==> src/rtl/crd_pkg.sv <==
// Shared definitions for the multi-lane running-disparity checker.
package crd_pkg;

   // Same encoding as the existing CRD block's idle/pos/neg states.
   typedef enum logic [1:0] {
      RD_UNK = 2'b00,
      RD_POS = 2'b01,
      RD_NEG = 2'b10
   } rd_state_t;

   // Widest symbol the popcount helper accepts.
   localparam int unsigned POPCNT_MAX_W = 64;

   // Number of ones in the low 'width' bits of v.
   function automatic int unsigned popcount(input logic [POPCNT_MAX_W-1:0] v,
                                            input int unsigned             width);
      int unsigned n;
      n = 0;
      for (int unsigned i = 0; i < POPCNT_MAX_W; i++) begin
         if (i < width && v[i]) n++;
      end
      return n;
   endfunction

endpackage

==> src/rtl/crd_lane.sv <==
// Single-lane running-disparity tracker: symbol balance check, 3-state RD FSM
// and a saturating error counter.
module crd_lane
   import crd_pkg::*;
#(
   parameter int unsigned SYM_W     = 10,
   parameter int unsigned CNT_W     = 8,
   parameter int          INIT_MODE = 1
) (
   input  logic             clk,
   input  logic             rst,
   input  logic             sym_valid,
   input  logic [SYM_W-1:0] sym,
   input  logic             rd_resync,
   input  logic             clr_cnt,
   output logic             rd_out,
   output logic             rd_known,
   output logic             disp_err,
   output logic             sym_err,
   output logic [CNT_W-1:0] err_cnt
);

   localparam int unsigned H       = SYM_W / 2;
   localparam rd_state_t   INIT_ST = (INIT_MODE != 0) ? RD_NEG : RD_UNK;

   rd_state_t   state_q, state_d, cur_st, eval_st;
   int unsigned ones;
   logic        d_err, s_err, err;

   // Evaluate the symbol against the current (or resync'd) RD and pick the next state.
   always_comb begin
      cur_st  = rd_resync ? INIT_ST : state_q;
      ones    = popcount(POPCNT_MAX_W'(sym), SYM_W);
      eval_st = cur_st;
      d_err   = 1'b0;
      s_err   = 1'b0;
      if (ones == H + 1) begin
         eval_st = RD_POS;
         d_err   = (cur_st == RD_POS);
      end else if (ones == H - 1) begin
         eval_st = RD_NEG;
         d_err   = (cur_st == RD_NEG);
      end else if (ones != H) begin
         s_err   = 1'b1;
      end
      state_d = state_q;
      if (sym_valid)      state_d = eval_st;
      else if (rd_resync) state_d = INIT_ST;
   end

   assign err = sym_valid & (d_err | s_err);

   // RD state register.
   always_ff @(posedge clk) begin
      if (rst) state_q <= INIT_ST;
      else     state_q <= state_d;
   end

   // Per-symbol error flags, only raised for valid symbols.
   always_ff @(posedge clk) begin
      if (rst) begin
         disp_err <= 1'b0;
         sym_err  <= 1'b0;
      end else begin
         disp_err <= sym_valid & d_err;
         sym_err  <= sym_valid & s_err;
      end
   end

   // Saturating error counter; a clear in the same cycle as an error leaves 1.
   always_ff @(posedge clk) begin
      if (rst) begin
         err_cnt <= '0;
      end else if (clr_cnt) begin
         err_cnt <= err ? CNT_W'(1) : '0;
      end else if (err && err_cnt != '1) begin
         err_cnt <= err_cnt + CNT_W'(1);
      end
   end

   assign rd_out   = (state_q == RD_POS);
   assign rd_known = (state_q != RD_UNK);

endmodule

==> config.mk <==
export PLATFORM = sky130hd
export DESIGN_NAME = crd_lane
export DESIGN_NICKNAME = d
export VERILOG_FILES = /design/src/rtl/crd_pkg.sv /design/src/rtl/crd_lane.sv
export SDC_FILE = /design/constraint.sdc
export NUM_CORES = 1
export LEC_CHECK = 0
export CORE_MARGIN = 2
export CORE_UTILIZATION = 48
export CTS_BUF_LIST = sky130_fd_sc_hd__clkbuf_4 sky130_fd_sc_hd__clkbuf_8
export DETAILED_ROUTE_END_ITERATION = 16
export PLACE_DENSITY = 0.76
export SYNTH_ARGS = -nofsm -noshare
export SYNTH_HDL_FRONTEND = slang
export SYNTH_SLANG_ARGS = --single-unit
==> constraint.sdc <==
create_clock -name clk -period 7.3 [get_ports clk]
set_input_delay 1.825 -clock clk [delete_from_list [all_inputs] [get_ports clk]]
set_output_delay 1.825 -clock clk [all_outputs]
set_load 0.005 [all_outputs]
==> results of run 1 <==
[through the flow]
step	setup slack [ns]	instance area, µm²
finish	0.132	2430
global route	-0.146	2430
CTS	0.0121	2260
detailed placement	-0.986	2060
global placement	-0.740	2060
floorplan	0.000147	1620
[registers in the layout, summed over array words and instances, names as in the netlist]
register and flops:
err_cnt 8, sym_err 1, disp_err 1, state_q 2
[tightest hold or removal path, delay by kind of cell (launching register included)]
family | cells | cell delay [ns]
flip-flops | 1 | 0.33
AO/OA/AOI/OAI | 2 | 0.13
[worst paths after layout]
path | startpoint | to | slack, ns
setup / recovery | sym[1] | err_cnt[6] | 0.13
setup reg to reg | state_q[0] | err_cnt[2] | 5.55
hold reg to reg | err_cnt[4] | err_cnt[4] | 0.50
hold / removal | err_cnt[4] | err_cnt[4] | 0.50
[kinds of logic after synthesis]
group | after synthesis
fa+ha+maj | 10
flops | 12
xor+xnor | 19
compound gates | 48
simple gates | 79
mux | 4
buf+inv | 18
[cell type report]
cell class                      instances  area (µm²)
Multi-Input combinational cell        160        1440
Timing Repair Buffer                   71         612
Sequential cell                        12         240
Tap cell                               44        55.1
Inverter                               11        48.8
Fill cell                             217         672
Clock buffer                            4        36.3
[cells in the final DEF, fill, tap and decap left out, types with 4 or more instances in the layout]
cell / count
sky130_fd_sc_hd__ha_4: 4
sky130_fd_sc_hd__and3_1: 4
sky130_fd_sc_hd__ha_1: 4
sky130_fd_sc_hd__clkdlybuf4s50_1: 22
sky130_fd_sc_hd__or3_1: 7
sky130_fd_sc_hd__nand2_1: 14
sky130_fd_sc_hd__nor2_1: 8
sky130_fd_sc_hd__nand3_1: 6
sky130_fd_sc_hd__inv_1: 6
sky130_fd_sc_hd__o21ai_1: 4
sky130_fd_sc_hd__o211ai_1: 4
sky130_fd_sc_hd__xnor2_1: 8
sky130_fd_sc_hd__nand4_1: 4
sky130_fd_sc_hd__dfxtp_1: 12
sky130_fd_sc_hd__buf_4: 44
sky130_fd_sc_hd__a21oi_1: 12
[power groups by stage]
stage | Combinational (W) | Clock [W] | Sequential, W
2_1_floorplan | 0.000250 | 0 | 0.0000766
6_report | 0.000483 | 0.0000537 | 0.0000754
5_1_grt | 0.000524 | 0.0000575 | 0.0000762
3_5_place_dp | 0.000359 | 0 | 0.0000769
4_1_cts | 0.000418 | 0.0000544 | 0.0000754
3_3_place_gp | 0.000346 | 0 | 0.0000766
[layer usage]
| metal | GRT usage | vias to the layer above |
|---|---|---|
| met5 | 0 | - |
| met4 | 0.0578 | 0 |
| met3 | 0.0357 | 7 |
| met2 | 0.376 | 49 |
| met1 | 0.261 | 809 |
| li1 | - | 841 |
[repair_timing]
| item | 4_1_cts | 5_1_grt |
|---|---|---|
| pin swaps | 15 | 18 |
| gates resized for setup | 30 | 20 |
| setup buffers | 11 | 9 |
| setup endpoints to repair | 12 | 12 |
| endpoints found under the hold margin | 0 | 0 |
==> impl_metrics.env, run 1 <==
export IMPL_highest_routed_layer="met4"
export IMPL_critical_path_peak_fanout=3
export IMPL_synth_flop_cell="sky130_fd_sc_hd__dfxtp_1"
export IMPL_setup_tns_final_ns=0
export IMPL_timing_critical_path_to_type="register"
export IMPL_finalHoldWorstSlack_ns=0.500
export IMPL_antenna_cells=0
export IMPL_power_switching_w=0.000248
export IMPL_worst_setup_path_start_kind="primary input"
export IMPL_skew_ns=0.00733
export IMPL_io_buffers=26
export IMPL_ff2ff_path_depth=7
export IMPL_yosys_cell_count_top_type="sky130_fd_sc_hd__nand2_1"
export IMPL_synth_edf_count=0
export IMPL_worstSetupPathDepth=35
export IMPL_nNetsFinal=284
export IMPL_ys_warn_count=0
export IMPL_p_per_area_nw_per_um2=252
export IMPL_synth_top_cells_by_area="sky130_fd_sc_hd__dfxtp_1 (15%), sky130_fd_sc_hd__ha_1 (7.9%), sky130_fd_sc_hd__xnor2_1 (5.0%)"
export IMPL_comb_power_share=0.789
export IMPL_critical_path_top_cell_by_count="sky130_fd_sc_hd__ha_4"
export IMPL_place_congestion=0.860
export IMPL_synth_adder_area_share=0.0789
export IMPL_power_static_leakage_nw=1.01
export IMPL_m1WireLength_um=1790
export IMPL_h_tree_depth=1
export IMPL_floorplan_core_area_um2=3100
export IMPL_synthArstFlopShare=0
export IMPL_min_delay_path_depth=2
export IMPL_tritoncts="yes"
export IMPL_ys_seq_elements=12
export IMPL_power_share_switching=0.405
export IMPL_first_iter_violations=102
export IMPL_dr_wl_met3_um=167
export IMPL_synth_seq_area_share=0.151
export IMPL_ios=27
export IMPL_final_antenna_net_count=0
export IMPL_flow_area_growth_from_synthesis_pct=53.2
export IMPL_routed_via_density=5.65
export IMPL_synth_avg_cell_area_um2=8.35
export IMPL_setup_viol=0
export IMPL_dr_pass1_iters=4
export IMPL_maxCapViolations=0
export IMPL_post_synth_most_frequent_cells="sky130_fd_sc_hd__nand2_1 (18), sky130_fd_sc_hd__a21oi_1 (12), sky130_fd_sc_hd__dfxtp_1 (12)"
export IMPL_clk_insertion_delay_late_ns=0.28
export IMPL_status="finished, final reports clean"
export IMPL_net_count_of_the_mapped_netlist=215
export IMPL_critical_path_top_delay_family="adder cells"
export IMPL_grt_usage=0.211
export IMPL_post_route_cells_drive_above_1_share=0.391
export IMPL_clock_tree_buffer_depth=2
export IMPL_syn_area_um2=1590
export IMPL_row_count=20
export IMPL_dieArea_um2=3780
export IMPL_final_util=0.783
export IMPL_internal_power_w=0.000364
export IMPL_synth_compound_area_share=0.228
export IMPL_first_global_vias=1523
export IMPL_synth_top_cell_area_share=0.151
export IMPL_largest_family_of_logic_cells_by_synthesized_area="simple AND/OR/NAND/NOR gates"
export IMPL_hp_class="register to register"
export IMPL_start_util=0.511
export IMPL_worstPathRequired_ns=7.47
export IMPL_synth_lib_cells_used_distinct=64
export IMPL_synth_mux_area_frac=0.0284
export IMPL_cts_hold_buf=0
export IMPL_route_detailed_drc=0
export IMPL_grt_first_pass_wirelength_um=6190
export IMPL_finalHoldViolCount=0
export IMPL_final_cell_count_no_fill=302
export IMPL_slowest_stage="sky130_fd_sc_hd__a221o_2"
export IMPL_slew_of_the_pin_with_the_lowest_slew_margin_ns=0.536
export IMPL_critical_path_max_stage_delay_ns=0.38
export IMPL_fin_crit_ns=7.17
export IMPL_post_route_period_util=0.982
export IMPL_timing_worst_setup_path_type="primary input to register"
export IMPL_grt_start_max_net_pins=13
export IMPL_post_layout_total_power_w=0.000613
export IMPL_slew_headroom=0.642
export IMPL_unrepaired_setup_endpoints_after_global_routing="true"
export IMPL_wire_per_inst_um=13.9
export IMPL_drt_total_wl_um=4180
export IMPL_achievable_frequency_ghz=0.140
export IMPL_report_final_slew_viol_count=0
export IMPL_cp_buffers_inverters=4
export IMPL_detailedPlacementHpwl_um=2850
export IMPL_vdd_ir_drop_worst_mv=0.177
export IMPL_synthXorXnorAreaFrac=0.155
export IMPL_synth_largest_area_cell="sky130_fd_sc_hd__dfxtp_1"
export IMPL_postSynthCellCount=190
export IMPL_number_of_buffers_added_by_the_clock_tree_synthesis_step=3
export IMPL_met2_length_um=2180
export IMPL_leftover_overflow_at_the_end_of_global_routing=0
export IMPL_clockPowerShare=0.088
export IMPL_die_y_um=61.5
export IMPL_clk_pin_slew_worst_paths_ns=0.08
export IMPL_power_frac_seq=0.123
export IMPL_synth_simple_gate_area_share=0.294
export IMPL_die_w_um=61.5
export IMPL_antenna_violations_before_repair=0
export IMPL_number_of_sinks_on_the_clock_net=12
export IMPL_worstPathArrival_ns=7.34
export IMPL_cts_root_buf="sky130_fd_sc_hd__clkbuf_4"
export IMPL_routed_via_count=1706
export IMPL_placed_cells_incl_taps=278
(Power assumes the default switching activity.)
==> run 2: changes to the inputs <==
- SKIP_CTS_REPAIR_TIMING: default -> 1
==> run 2 against run 1 <==
Against the previous run: combinational power shrank 4%; power shrank 3.3%; global-route usage is 1.7 points lower; worst setup slack improved by 0.010 ns; highest routed layer unchanged; worst hold slack better by 0.0036 ns; sequential power barely moved; count of clock-buffer cells in the layout stayed put; final cell count fell by 4.0%; sequential share of layout area up 0.37 points.
==> impl_metrics.env, run 2 (synthesis gave the netlist of run 1 again) <==
export IMPL_final_common_cell="sky130_fd_sc_hd__buf_4"
export IMPL_critical_path_peak_fanout=3
export IMPL_first_iter_violations=88
export IMPL_critical_path_top_cell_by_count="sky130_fd_sc_hd__ha_4"
export IMPL_maxCapViolations=0
export IMPL_detailedPlacementHpwl_um=2850
export IMPL_io_buffers=26
export IMPL_start_util=0.511
export IMPL_route_detailed_drc=0
export IMPL_critical_path_max_stage_delay_ns=0.38
export IMPL_worstPathRequired_ns=7.47
export IMPL_leftover_overflow_at_the_end_of_global_routing=0
export IMPL_fin_crit_ns=7.16
export IMPL_antenna_violations_before_repair=0
export IMPL_grt_first_pass_wirelength_um=5730
export IMPL_number_of_sinks_on_the_clock_net=12
export IMPL_fill_cells=235
export IMPL_report_final_slew_viol_count=0
export IMPL_row_count=20
export IMPL_routed_via_density=5.67
export IMPL_flow_area_growth_from_synthesis_pct=47.7
export IMPL_drt_total_wl_um=3830
export IMPL_clk_pin_slew_worst_paths_ns=0.08
export IMPL_die_y_um=61.5
export IMPL_power_static_leakage_nw=0.954
export IMPL_achievable_frequency_ghz=0.140
export IMPL_reg_top3="err_cnt x8, state_q x2"
export IMPL_nNetsFinal=272
export IMPL_grt_start_max_net_pins=13
export IMPL_tritoncts="yes"
export IMPL_post_route_period_util=0.980
export IMPL_mostFrequentLayoutCells="sky130_fd_sc_hd__buf_4 (33), sky130_fd_sc_hd__clkdlybuf4s50_1 (22), sky130_fd_sc_hd__nand2_1 (14)"
export IMPL_dr_pass1_iters=4
export IMPL_wire_per_inst_um=13.2
export IMPL_floorplan_core_area_um2=3100
export IMPL_grt_usage=0.195
export IMPL_ios=27
export IMPL_number_of_buffers_added_by_the_clock_tree_synthesis_step=3
export IMPL_slowest_stage="sky130_fd_sc_hd__a221o_2"
export IMPL_h_tree_depth=1
export IMPL_final_antenna_net_count=0
export IMPL_dieArea_um2=3780
export IMPL_largest_reg_flops=8
export IMPL_post_layout_total_power_w=0.000592
export IMPL_status="finished, final reports clean"
export IMPL_post_route_cells_drive_above_1_share=0.354
export IMPL_clk_insertion_delay_late_ns=0.28
export IMPL_finalHoldViolCount=0
export IMPL_worstPathArrival_ns=7.32
export IMPL_cts_root_buf="sky130_fd_sc_hd__clkbuf_4"
export IMPL_critical_path_top_delay_family="adder cells"
export IMPL_die_w_um=61.5
export IMPL_unrepaired_setup_endpoints_after_global_routing="true"
export IMPL_vdd_ir_drop_worst_mv=0.170
export IMPL_worst_setup_path_start_kind="primary input"
export IMPL_timing_critical_path_to_type="register"
export IMPL_antenna_cells=0
export IMPL_finalHoldWorstSlack_ns=0.504
export IMPL_clock_tree_buffer_depth=2
export IMPL_cp_buffers_inverters=4
export IMPL_setup_viol=0
export IMPL_skew_ns=0.00760
export IMPL_slew_headroom=0.617
export IMPL_hp_class="register to register"
export IMPL_routed_via_count=1644
export IMPL_first_global_vias=1418
export IMPL_largest_register="err_cnt"
export IMPL_timing_worst_setup_path_type="primary input to register"
export IMPL_p_per_area_nw_per_um2=253
export IMPL_slew_of_the_pin_with_the_lowest_slew_margin_ns=0.572
export IMPL_place_congestion=0.860
[run 2: area by class of cell]
type                            instances  area (µm²)  share of cell area
Clock buffer                            4        36.3              0.0155
Sequential cell                        12         240               0.103
Multi-Input combinational cell        160        1450               0.618
Inverter                               11        51.3              0.0219
Tap cell                               44        55.1              0.0235
Timing Repair Buffer                   59         512               0.218
[run 2: tightest hold or removal path, cell delays in order, from the launching register on]
cell                      delay [ns]
sky130_fd_sc_hd__dfxtp_1        0.33
sky130_fd_sc_hd__o21ai_1        0.07
sky130_fd_sc_hd__a21oi_1        0.06
[run 2: metal layers]
layer	track usage	wire length, µm	up-vias
met3	0.0315	180	4
met1	0.249	1620	766
met4	0.0456	34	0
met5	0	0	-
met2	0.341	1990	57
li1	-	-	817
[run 2: power by group]
group,switching (W),total (W),internal [W]
Sequential,0.00000422,0.0000754,0.0000712
Combinational,0.000218,0.000464,0.000246
Clock,0.0000227,0.0000531,0.0000303
Total,0.000245,0.000592,0.000348
[run 2: worst paths after layout]
check                  start    endpoint  slack [ns]  cells past startpoint
setup reg to reg  state_q[0]  err_cnt[2]        5.54                      7
hold reg to reg   err_cnt[4]  err_cnt[4]        0.50                      2
hold / removal    err_cnt[4]  err_cnt[4]        0.50                      2
setup / recovery      sym[1]  err_cnt[6]        0.14                     35
[run 2: metrics by stage]
step / utilization / setup TNS [ns] / instance area, µm² / cells / worst slack (ns)
2_1_floorplan: - / 0 / 1620 / 190 / 0.000147
3_3_place_gp: 0.664 / -7.37 / 2060 / 278 / -0.740
3_5_place_dp: 0.664 / -10.18 / 2060 / 278 / -0.986
4_1_cts: 0.676 / -7.04 / 2100 / 282 / -0.732
5_1_grt: 0.755 / -0.425 / 2340 / 290 / -0.113
6_report: 0.755 / 0 / 2340 / 290 / 0.143
